$ cat config.mk
export PLATFORM = sky130hd
export DESIGN_NAME = onehot_fsm_scheduler
export DESIGN_NICKNAME = d
export VERILOG_FILES = /design/src/rtl/onehot_sched_pkg.sv /design/src/rtl/onehot_fsm_scheduler_rr_arbiter.sv /design/src/rtl/onehot_fsm_scheduler.sv
export SDC_FILE = /design/constraint.sdc
export NUM_CORES = 1
export LEC_CHECK = 0
export ABC_CLOCK_PERIOD_IN_PS = 4000
export CAP_MARGIN = 40
export CORE_MARGIN = 5
export CORE_UTILIZATION = 55
export CTS_BUF_LIST = sky130_fd_sc_hd__clkbuf_4
export CTS_CLUSTER_SIZE = 8
export DETAILED_ROUTE_END_ITERATION = 8
export PLACE_DENSITY_LB_ADDON = 0.05
export SYNTH_ARGS = -nofsm -noshare
export SYNTH_HDL_FRONTEND = slang
export SYNTH_SLANG_ARGS = --single-unit
$ cat constraint.sdc
create_clock -name clk -period 4 [get_ports clk]
set_input_delay 0.8 -clock clk [delete_from_list [all_inputs] [get_ports clk]]
set_output_delay 0.8 -clock clk [all_outputs]
set_load 0.05 [all_outputs]
$ cat src/rtl/onehot_sched_pkg.sv
// Shared types and helpers for the one-hot FSM engine scheduler.
// Holds the scheduler state encoding, the engine idle code and a one-hot decoder.
package onehot_sched_pkg;

    typedef enum logic [3:0] {
        S_IDLE     = 4'b0001,
        S_LAUNCH   = 4'b0010,
        S_WAIT     = 4'b0100,
        S_COMPLETE = 4'b1000
    } sched_state_t;

    localparam logic [3:0] ENG_IDLE_DEF = 4'b0001;

    // Encodes a one-hot vector of up to eight bits; bits are OR-ed, so no priority logic.
    function automatic logic [2:0] onehot_to_idx(input logic [7:0] oh);
        logic [2:0] idx;
        idx = 3'd0;
        for (int i = 0; i < 8; i++) begin
            if (oh[i]) begin
                idx = idx | 3'(i);
            end else begin
                idx = idx;
            end
        end
        return idx;
    endfunction

endpackage

$ cat src/rtl/onehot_fsm_scheduler_rr_arbiter.sv
// Combinational round-robin arbiter: the search starts at rr_ptr and wraps modulo NUM_REQ.
module rr_arbiter #(
    parameter int NUM_REQ = 4,
    parameter int PW      = $clog2(NUM_REQ)
) (
    input  logic [NUM_REQ-1:0] req,
    input  logic [PW-1:0]      rr_ptr,
    output logic [NUM_REQ-1:0] win,
    output logic               valid
);

    logic [PW:0]   sum_s;
    logic [PW-1:0] idx_s;
    logic          found_s;

    // Walk the requesters from rr_ptr upward and keep the first one found.
    always_comb begin
        win     = '0;
        found_s = 1'b0;
        sum_s   = '0;
        idx_s   = '0;
        for (int i = 0; i < NUM_REQ; i++) begin
            sum_s = {1'b0, rr_ptr} + (PW+1)'(i);
            if (sum_s >= (PW+1)'(NUM_REQ)) begin
                sum_s = sum_s - (PW+1)'(NUM_REQ);
            end else begin
                sum_s = sum_s;
            end
            idx_s = sum_s[PW-1:0];
            if (!found_s && req[idx_s]) begin
                win[idx_s] = 1'b1;
                found_s    = 1'b1;
            end else begin
                found_s = found_s;
            end
        end
        valid = found_s;
    end

endmodule

$ cat src/rtl/onehot_fsm_scheduler.sv
// Shares one one-hot FSM engine among NUM_REQ requesters: round-robin grant,
// start pulse, wait for done with a watchdog, then a per-requester ack.
module onehot_fsm_scheduler
    import onehot_sched_pkg::*;
#(
    parameter int         NUM_REQ  = 4,
    parameter int         TIMEOUT  = 16,
    parameter logic [3:0] ENG_IDLE = ENG_IDLE_DEF
) (
    input  logic               clk,
    input  logic               rst,
    input  logic [NUM_REQ-1:0] req,
    output logic [NUM_REQ-1:0] gnt,
    output logic [NUM_REQ-1:0] ack,
    output logic               eng_start,
    input  logic               eng_done,
    input  logic [3:0]         eng_state,
    output logic               busy,
    output logic               timeout_err,
    input  logic               err_clr,
    output logic [3:0]         sched_state
);

    localparam int PW = $clog2(NUM_REQ);
    localparam int TW = $clog2(TIMEOUT + 1);

    sched_state_t       state_r, state_nxt_s;
    logic [NUM_REQ-1:0] gnt_r, gnt_nxt_s, ack_r, arb_win_s;
    logic [PW-1:0]      rr_ptr_r, rr_ptr_nxt_s;
    logic [TW-1:0]      timer_r, timer_nxt_s;
    logic               arb_valid_s, set_err_s, eng_start_r, busy_r, err_r;
    logic [2:0]         win_idx_s;

    rr_arbiter #(.NUM_REQ(NUM_REQ), .PW(PW)) u_arb (
        .req    (req),
        .rr_ptr (rr_ptr_r),
        .win    (arb_win_s),
        .valid  (arb_valid_s)
    );

    assign win_idx_s = onehot_to_idx(8'(gnt_r));

    // Next-state, grant, timer and pointer update for the transaction sequencer.
    always_comb begin
        state_nxt_s  = state_r;
        gnt_nxt_s    = gnt_r;
        timer_nxt_s  = timer_r;
        rr_ptr_nxt_s = rr_ptr_r;
        set_err_s    = 1'b0;
        case (state_r)
            S_IDLE: begin
                // A busy engine defers the launch; no grant is held meanwhile.
                if (arb_valid_s && (eng_state == ENG_IDLE)) begin
                    gnt_nxt_s   = arb_win_s;
                    state_nxt_s = S_LAUNCH;
                end else begin
                    gnt_nxt_s = '0;
                end
            end
            S_LAUNCH: begin
                timer_nxt_s = TW'(TIMEOUT);
                state_nxt_s = S_WAIT;
            end
            S_WAIT: begin
                if (eng_done) begin
                    state_nxt_s = S_COMPLETE;
                end else if (timer_r == TW'(1)) begin
                    set_err_s   = 1'b1;
                    state_nxt_s = S_COMPLETE;
                end else begin
                    timer_nxt_s = timer_r - TW'(1);
                end
            end
            S_COMPLETE: begin
                gnt_nxt_s = '0;
                if (win_idx_s == 3'(NUM_REQ - 1)) begin
                    rr_ptr_nxt_s = '0;
                end else begin
                    rr_ptr_nxt_s = PW'(win_idx_s + 3'd1);
                end
                state_nxt_s = S_IDLE;
            end
            default: begin
                gnt_nxt_s   = '0;
                state_nxt_s = S_IDLE;
            end
        endcase
    end

    // State and registered outputs; outputs are derived from the next state so they align with it.
    always_ff @(posedge clk) begin
        if (rst) begin
            state_r     <= S_IDLE;
            gnt_r       <= '0;
            ack_r       <= '0;
            eng_start_r <= 1'b0;
            busy_r      <= 1'b0;
            err_r       <= 1'b0;
            rr_ptr_r    <= '0;
            timer_r     <= '0;
        end else begin
            state_r     <= state_nxt_s;
            gnt_r       <= gnt_nxt_s;
            ack_r       <= (state_nxt_s == S_COMPLETE) ? gnt_r : '0;
            eng_start_r <= (state_nxt_s == S_LAUNCH);
            busy_r      <= (state_nxt_s != S_IDLE);
            rr_ptr_r    <= rr_ptr_nxt_s;
            timer_r     <= timer_nxt_s;
            if (set_err_s) begin
                err_r <= 1'b1;
            end else if (err_clr) begin
                err_r <= 1'b0;
            end else begin
                err_r <= err_r;
            end
        end
    end

    assign gnt         = gnt_r;
    assign ack         = ack_r;
    assign eng_start   = eng_start_r;
    assign busy        = busy_r;
    assign timeout_err = err_r;
    assign sched_state = state_r;

endmodule

==> results of run 1 <==
[layout by cell type (no fill, tap or decap), types with 3 or more instances in the layout]
master,count
sky130_fd_sc_hd__nand2_1,10
sky130_fd_sc_hd__a2111oi_0,6
sky130_fd_sc_hd__a21oi_1,5
sky130_fd_sc_hd__nor3b_1,4
sky130_fd_sc_hd__inv_1,7
sky130_fd_sc_hd__dfxtp_1,22
sky130_fd_sc_hd__and2_1,4
sky130_fd_sc_hd__ha_1,10
sky130_fd_sc_hd__or4b_1,3
sky130_fd_sc_hd__nor2_1,17
sky130_fd_sc_hd__o22ai_1,4
sky130_fd_sc_hd__xnor2_1,3
sky130_fd_sc_hd__a22o_1,4
sky130_fd_sc_hd__clkdlybuf4s50_1,26
sky130_fd_sc_hd__mux2i_1,4
sky130_fd_sc_hd__nand3_1,3
sky130_fd_sc_hd__clkbuf_4,3
sky130_fd_sc_hd__o2bb2ai_1,4
sky130_fd_sc_hd__nor4b_1,5
sky130_fd_sc_hd__nand2b_1,4
[routing by layer]
metal | GRT usage [%] | wire [um] | share of wire (%)
met1 | 23.7 | 1360 | 46
met2 | 31.5 | 1380 | 46
met3 | 3.49 | 183 | 6.1
met4 | 6.96 | 59 | 2.0
met5 | 0 | 0 | 0
[worst max-delay path by stage]
stage	from	end	slack, ns	depth (start not counted)
floorplan	rr_ptr_r[0]	gnt[0]	1.76	8
global placement	req[1]	gnt[2]	1.26	6
detailed placement	rr_ptr_r[0]	gnt[2]	1.04	7
CTS	rr_ptr_r[0]	gnt[2]	1.01	7
global route	rr_ptr_r[0]	gnt[2]	0.74	7
finish	rr_ptr_r[0]	gnt[2]	0.99	7
[area by class of cell]
class	instances	area, um^2	share of cell area, %
Clock buffer	3	22.5	1.36
Clock inverter	1	30.0	1.81
Inverter	7	26.3	1.59
Multi-Input combinational cell	114	838	50.6
Sequential cell	22	440	26.6
Tap cell	30	37.5	2.27
Timing Repair Buffer	26	260	15.7
[state kept, by name, indices dropped and copies added, names as in the netlist]
| signal | cells |
|---|---|
| ack | 4 |
| timeout_err | 1 |
| eng_start | 1 |
| timer_r | 5 |
| gnt | 4 |
| rr_ptr_r | 2 |
| busy | 1 |
| sched_state | 4 |
[critical path, stage by stage (launching register included)]
cell,delay (ns)
sky130_fd_sc_hd__dfxtp_1,0.79
sky130_fd_sc_hd__inv_1,0.23
sky130_fd_sc_hd__ha_1,0.44
sky130_fd_sc_hd__mux2i_1,0.22
sky130_fd_sc_hd__mux2_4,0.33
sky130_fd_sc_hd__a2111oi_0,0.54
sky130_fd_sc_hd__o2bb2ai_1,0.15
sky130_fd_sc_hd__a22o_1,0.21
[kinds of logic after synthesis]
logic type | after synthesis | share of synthesized area (%)
buffers and inverters | 11 | 5.11
multiplexers | 8 | 6.96
adder cells (fa/ha/maj) | 10 | 9.29
AO/OA/AOI/OAI | 27 | 15.1
AND/OR/NAND/NOR | 64 | 27.6
XOR/XNOR | 5 | 3.25
flip-flops | 22 | 32.7
[power groups by stage]
stage	sequential, mW	clock (mW)	combinational (mW)
after detailed placement	0.226	0	0.0388
after global routing	0.221	0.187	0.0421
after floorplan	0.229	0	0.0159
final	0.221	0.170	0.0392
after global placement	0.226	0	0.0379
after CTS	0.221	0.174	0.0389
[stage by stage]
stage | setup slack [ns] | power [mW] | hold WS (ns) | area, um^2 | util, %
detailed placement | 1.04 | 0.265 | 0.472 | 1600 | 66.5
CTS | 1.01 | 0.434 | 0.490 | 1660 | 68.7
global route | 0.741 | 0.450 | 0.517 | 1660 | 68.7
global placement | 1.26 | 0.264 | 0.461 | 1600 | 66.5
finish | 0.994 | 0.430 | 0.483 | 1660 | 68.7
floorplan | 1.76 | 0.245 | 0.445 | 1350 | -
==> metrics.md, run 1 <==
| Metric | Value |
|---|---|
| Setup violators final | 0 |
| Origin of the critical flop-to-flop path | rr_ptr_r[0] |
| Worst reg2reg endpoint | gnt[2] |
| Crit path capture type | flop |
| Run status | finished clean |
| DR vias | 1170 |
| CP Launch Type | flop |
| Vias in the first global route | 1184 |
| Total wirelength of the detailed-routed design | 2980 um |
| Hold violation total from the final report | 0 |
| Int Power | 340 uW |
| Number of cells traversed by the worst register-to-register path | 7 |
| Final Max Tran Viols | 0 |
| Power share of the sequential group | 51.4% |
| Most instantiated cells after synthesis | sky130_fd_sc_hd__dfxtp_1, sky130_fd_sc_hd__nor2_1, sky130_fd_sc_hd__ha_1, sky130_fd_sc_hd__nand2_1, sky130_fd_sc_hd__inv_1 |
| Antenna violations before repair | 0 |
| Switching Power | 89.3 uW |
| Required time worst endpoint | between 4 and 5 ns |
| Max-cap check violation count | 0 |
| Initial Util | 55.9% |
| Hold Crit Endpoint | timeout_err |
| Maximum clock rate | 333 MHz |
| Fraction of power spent switching nets | between 20% and 30% |
| Share of power burned in combinational logic | 9.1% |
| Cts hold-fix bufs | 0 |
| Least-Margin Pin Slew | around 0.75 ns |
| Count of synthesis-stage warnings from yosys | 0 |
| Number of post-CTS setup repair buffers | 0 |
| Final-layout setup total negative slack | 0 ns |
| Syn-to-layout area delta | 22.8% |
| Post-Syn Area | about 1300 um^2 |
| Post-detailed-route wirelength per cell | 14.7 um |
| Weighted congestion at the end of routability-driven global placement | just over 0.9 |
| Worst Path Arrival | 3.22 ns |
| Largest cells by area after synthesis | sky130_fd_sc_hd__dfxtp_1, sky130_fd_sc_hd__ha_1, sky130_fd_sc_hd__nor2_1, sky130_fd_sc_hd__a2111oi_0, sky130_fd_sc_hd__nor4b_1 |
| Number of enable flip-flop cells after synthesis | 0 |
| Fill cells | 196 |
| Setup repair after global routing missed its margin | false |
| DRC violations left | 0 |
| Clock-pin slew reported for the worst setup and hold paths after clock tree synthesis | 0.12 ns |
| Number of nets produced by synthesis | 169 |
| Relative max-transition margin | around 49% |
| Clock latency of the later-clocked register in the worst-skew pair | around 0.30 ns |
| Fraction of layout instances using a drive strength above 1 | 7.51% |
| Ys async rst share | 0% |
| Number of cells on the worst hold path | 2 |
| Mean instance size in the synthesized netlist | between 9 and 10 um^2 |
| Most used standard cell by instance count after synthesis | sky130_fd_sc_hd__dfxtp_1 |
| Ports placed on the boundary | 27 |
| Non-Filler Instances | 203 |
| X dimension of the die | 59.5 um |
| Gate count of the mapped netlist | 147 |
| DRC violation total after the first TritonRoute iteration | 49 |
| Sinks on the clock net | 22 |
| Share of the synthesized area in the top cell type | between 30% and 40% |
| Critical setup path kind | reg -> reg |
| Placed Cells | 199 |
| Worst Hold Launch | timeout_err |
| Clock buffer depth | 2 |
| Post-Route Skew | 0.00171 ns |
| Detail Placement HPWL | 2340 um |
| Yosys reg bits | 22 |
| Yosys top cell by area | sky130_fd_sc_hd__dfxtp_1 |
| Global-route wire length before repair | 5160 um |
| Via density per instance | 5.76 |
| Share of the yosys chip area belonging to registers | 32.7% |
| Flop-to-flop setup slack | 0.99 ns |
| TritonCTS clock tree | yes |
| Die area | between 3000 and 4000 um^2 |
| Core Box Area | 2410 um^2 |
| Static leakage | 0.568 nW |
| Most used flip-flop cell after synthesis | sky130_fd_sc_hd__dfxtp_1 |
| Power per standard cell area | between 200 and 300 nW/um^2 |
| Router iterations before antenna repair | 4 |
| Count of cells resized by post-cts repair | 0 |
| Antenna Cells | 0 |
| Number of buffers inserted during clock tree synthesis | 3 |
| Die Y | 59.5 um |
| Pin count of the biggest net entering global routing | 19 |
| Core Rows | 18 |
| Share of the cycle needed by the critical path after routing | between 70% and 80% |
| Share of total power in the clock network | 39.4% |
| Final critical delay including setup and external delays | 3.01 ns |
| Layout Nets | 196 |
| Root cell of the clock tree | sky130_fd_sc_hd__clkbuf_4 |
| Total Routing Usage GR | 18.7% |
| Netlist cell types | 40 |
| Total congestion overflow | 0 |
| Maximum level of the CTS H-tree | 1 |
| Largest driver fanout on the critical path | 18 |
| Min-Delay Path Class | reg -> reg |
| Worst ir drop on vdd | 212 uV |
| Post-detailed-route count of antenna-violating nets | 0 |
| PortBufs | 26 |
(Power assumes the default switching activity.)
==> inputs of run 2 (changes only) <==
--- a/config.mk
+++ b/config.mk
@@ -5,10 +5,10 @@
 export SDC_FILE = /design/constraint.sdc
 export NUM_CORES = 1
 export LEC_CHECK = 0
-export ABC_CLOCK_PERIOD_IN_PS = 4000
+export ABC_CLOCK_PERIOD_IN_PS = 3000
 export CAP_MARGIN = 40
 export CORE_MARGIN = 5
-export CORE_UTILIZATION = 55
+export CORE_UTILIZATION = 53
 export CTS_BUF_LIST = sky130_fd_sc_hd__clkbuf_4
 export CTS_CLUSTER_SIZE = 8
 export DETAILED_ROUTE_END_ITERATION = 8
==> constraint.sdc (replaced) <==
create_clock -name clk -period 3 [get_ports clk]
set_input_delay 0.6 -clock clk [delete_from_list [all_inputs] [get_ports clk]]
set_output_delay 0.6 -clock clk [all_outputs]
set_load 0.05 [all_outputs]
==> run 2 against run 1 <==
Effect of this change:
- highest routed layer unchanged
- largest power group unchanged
- routed wire length fell by 0.40%
- combinational power rose by 33%
- flip-flop and latch count did not move
- critical endpoint is now gnt[1]
- core utilization fell by 0.65 points
- largest cell class unchanged
- setup slack got worse by 0.33 ns
==> metrics.md, run 2 (same netlist as run 1, synthesis figures left out) <==
| Metric | Value |
|---|---|
| Weighted congestion at the end of routability-driven global placement | 0.971 (+6.5%) |
| Max-cap check violation count | 0 (unchanged) |
| Hold violation total from the final report | 0 (unchanged) |
| Flip-flop count of the largest register, all copies and words added | 5 (unchanged) |
| Clock-pin slew reported for the worst setup and hold paths after clock tree synthesis | 0.12 ns (about the same) |
| Crit path capture type | flop |
| Router iterations before antenna repair | 4 (unchanged) |
| Power per standard cell area | 344 nW/um^2 (+32%) |
| TritonCTS clock tree | yes |
| Routed wire length on met2 | 1420 um (+2.8%) |
| Share of the cycle needed by the critical path after routing | 77.9% (+2.8 points) |
| Antenna violations before repair | 0 (unchanged) |
| Detail Placement HPWL | 2310 um (-1.3%) |
| Total congestion overflow | 0 (unchanged) |
| Post-detailed-route wirelength per cell | 14.5 um (-1.4%) |
| Ports placed on the boundary | 27 (unchanged) |
| Setup violators final | 0 (unchanged) |
| Relative max-transition margin | 55.2% (+6.2 points) |
| Vias in the first global route | 1081 (-8.7%) |
| Root cell of the clock tree | sky130_fd_sc_hd__clkbuf_4 |
| Final critical delay including setup and external delays | 2.34 ns (-0.669 ns) |
| Worst ir drop on vdd | 284 uV (+34%) |
| Worst Path Arrival | 2.56 ns (-0.66 ns) |
| Final-layout setup total negative slack | 0 ns (unchanged) |
| Most frequent cells in the layout | sky130_fd_sc_hd__clkdlybuf4s50_1, sky130_fd_sc_hd__dfxtp_1, sky130_fd_sc_hd__nor2_1 |
| Static leakage | 0.579 nW (+1.9%) |
| Antenna Cells | 0 (unchanged) |
| Critical setup path kind | reg -> reg |
| Total wirelength of the detailed-routed design | 2970 um (-0.40%) |
| PortBufs | 26 (unchanged) |
| Length of routed met3 wiring | 198 um (+8.2%) |
| Final Max Tran Viols | 0 (unchanged) |
| Global-route wire length before repair | 4930 um (-4.6%) |
| Required time worst endpoint | 3.22 ns (-0.99 ns) |
| Core Rows | 18 (unchanged) |
| Least-Margin Pin Slew | 0.663 ns (-0.0917 ns) |
| Core Box Area | 2450 um^2 (+1.9%) |
| Top register by number of flip-flops | timer_r |
| Min-Delay Path Class | reg -> reg |
| DR vias | 1169 (-0.085%) |
| Clock buffer depth | 2 (unchanged) |
| Count of cells resized by post-cts repair | 0 (unchanged) |
| Via density per instance | 5.70 (-1.1%) |
| DRC violation total after the first TritonRoute iteration | 53 (+8.2%) |
| Total Routing Usage GR | 18.0% (-0.74 points) |
| Post-detailed-route count of antenna-violating nets | 0 (unchanged) |
| X dimension of the die | 60.4 um (+1.6%) |
| Largest driver fanout on the critical path | 6 (-12) |
| Number of buffers inserted during clock tree synthesis | 3 (unchanged) |
| Layout Nets | 198 (+1.0%) |
| Maximum level of the CTS H-tree | 1 (unchanged) |
| Clock latency of the later-clocked register in the worst-skew pair | 0.31 ns (about the same) |
| Number of post-CTS setup repair buffers | 0 (unchanged) |
| Initial Util | 54.9% (-1.0 points) |
| DRT met1 WL | 1280 um (-5.7%) |
| Cts hold-fix bufs | 0 (unchanged) |
| Die area | 3650 um^2 (+3.1%) |
| Syn-to-layout area delta | 24.0% |
| Pin count of the biggest net entering global routing | 18 (-1) |
| Fill cells | 219 (+12%) |
| DRC violations left | 0 (unchanged) |
| Top layer reached by signal wires | met4 |
| Setup repair after global routing missed its margin | false |
| Most frequent standard cell in the layout excluding fill and tap cells | sky130_fd_sc_hd__clkdlybuf4s50_1 |
| Post-Route Skew | 0.00349 ns (+0.00178 ns) |
| Die Y | 60.4 um (+1.6%) |
| Maximum clock rate | 428 MHz (+29%) |
| Cell area after layout | 1670 um^2 (+0.91%) |
| Run status | finished clean |
| Sinks on the clock net | 22 (unchanged) |
| Fraction of layout instances using a drive strength above 1 | 8.57% (+1.1 points) |
| CP Launch Type | flop |
| Placement Cell Area | 1620 um^2 (+0.94%) |
[run 2: final timing paths]
path                                  start    endpoint  slack (ns)  depth (start not counted)
worst max-delay path            rr_ptr_r[0]      gnt[1]        0.66                          7
worst min-delay path             timer_r[1]  timer_r[1]        0.48                          2
worst max register to register  rr_ptr_r[0]      gnt[1]        0.66                          7
worst min register to register   timer_r[1]  timer_r[1]        0.48                          2
[run 2: layout make-up]
cell class	count	area, um^2	share of cell area (%)
Multi-Input combinational cell	114	838	50.2
Sequential cell	22	440	26.4
Timing Repair Buffer	28	275	16.5
Tap cell	30	37.5	2.25
Clock inverter	1	30.0	1.80
Inverter	7	26.3	1.57
Clock buffer	3	22.5	1.35
[run 2: layer usage]
layer  GRT usage (%)  up-vias
met1            23.0      539
met5               0        -
met4            10.5        0
met3            1.28        5
li1                -      591
met2            29.9       34
[run 2: through the flow]
| step | hold slack (ns) | power, mW | std cells | utilization, % | setup WS (ns) |
|---|---|---|---|---|---|
| finish | 0.482 | 0.575 | 205 | 68.0 | 0.663 |
| global route | 0.494 | 0.593 | 205 | 68.0 | 0.500 |
| CTS | 0.481 | 0.579 | 205 | 68.0 | 0.693 |
| detailed placement | 0.464 | 0.353 | 201 | 65.9 | 0.413 |
| global placement | 0.460 | 0.352 | 201 | 65.9 | 0.478 |
| floorplan | 0.445 | 0.327 | 147 | - | 0.756 |
[run 2: worst max-delay path: stages (launching register included)]
cell and delay (ns):
sky130_fd_sc_hd__dfxtp_1 0.35, sky130_fd_sc_hd__inv_1 0.11, sky130_fd_sc_hd__ha_1 0.43, sky130_fd_sc_hd__mux2i_1 0.42, sky130_fd_sc_hd__nor3b_1 0.11, sky130_fd_sc_hd__a2111oi_0 0.48, sky130_fd_sc_hd__o2bb2ai_1 0.13, sky130_fd_sc_hd__a22o_1 0.20
[run 2: where the power goes]
group	switching [mW]	internal, mW	total (mW)	leakage [nW]
Clock	0.0925	0.135	0.228	0.0279
Sequential	0.00138	0.293	0.295	0.177
Combinational	0.0264	0.0255	0.0520	0.374
Total	0.120	0.454	0.575	0.579
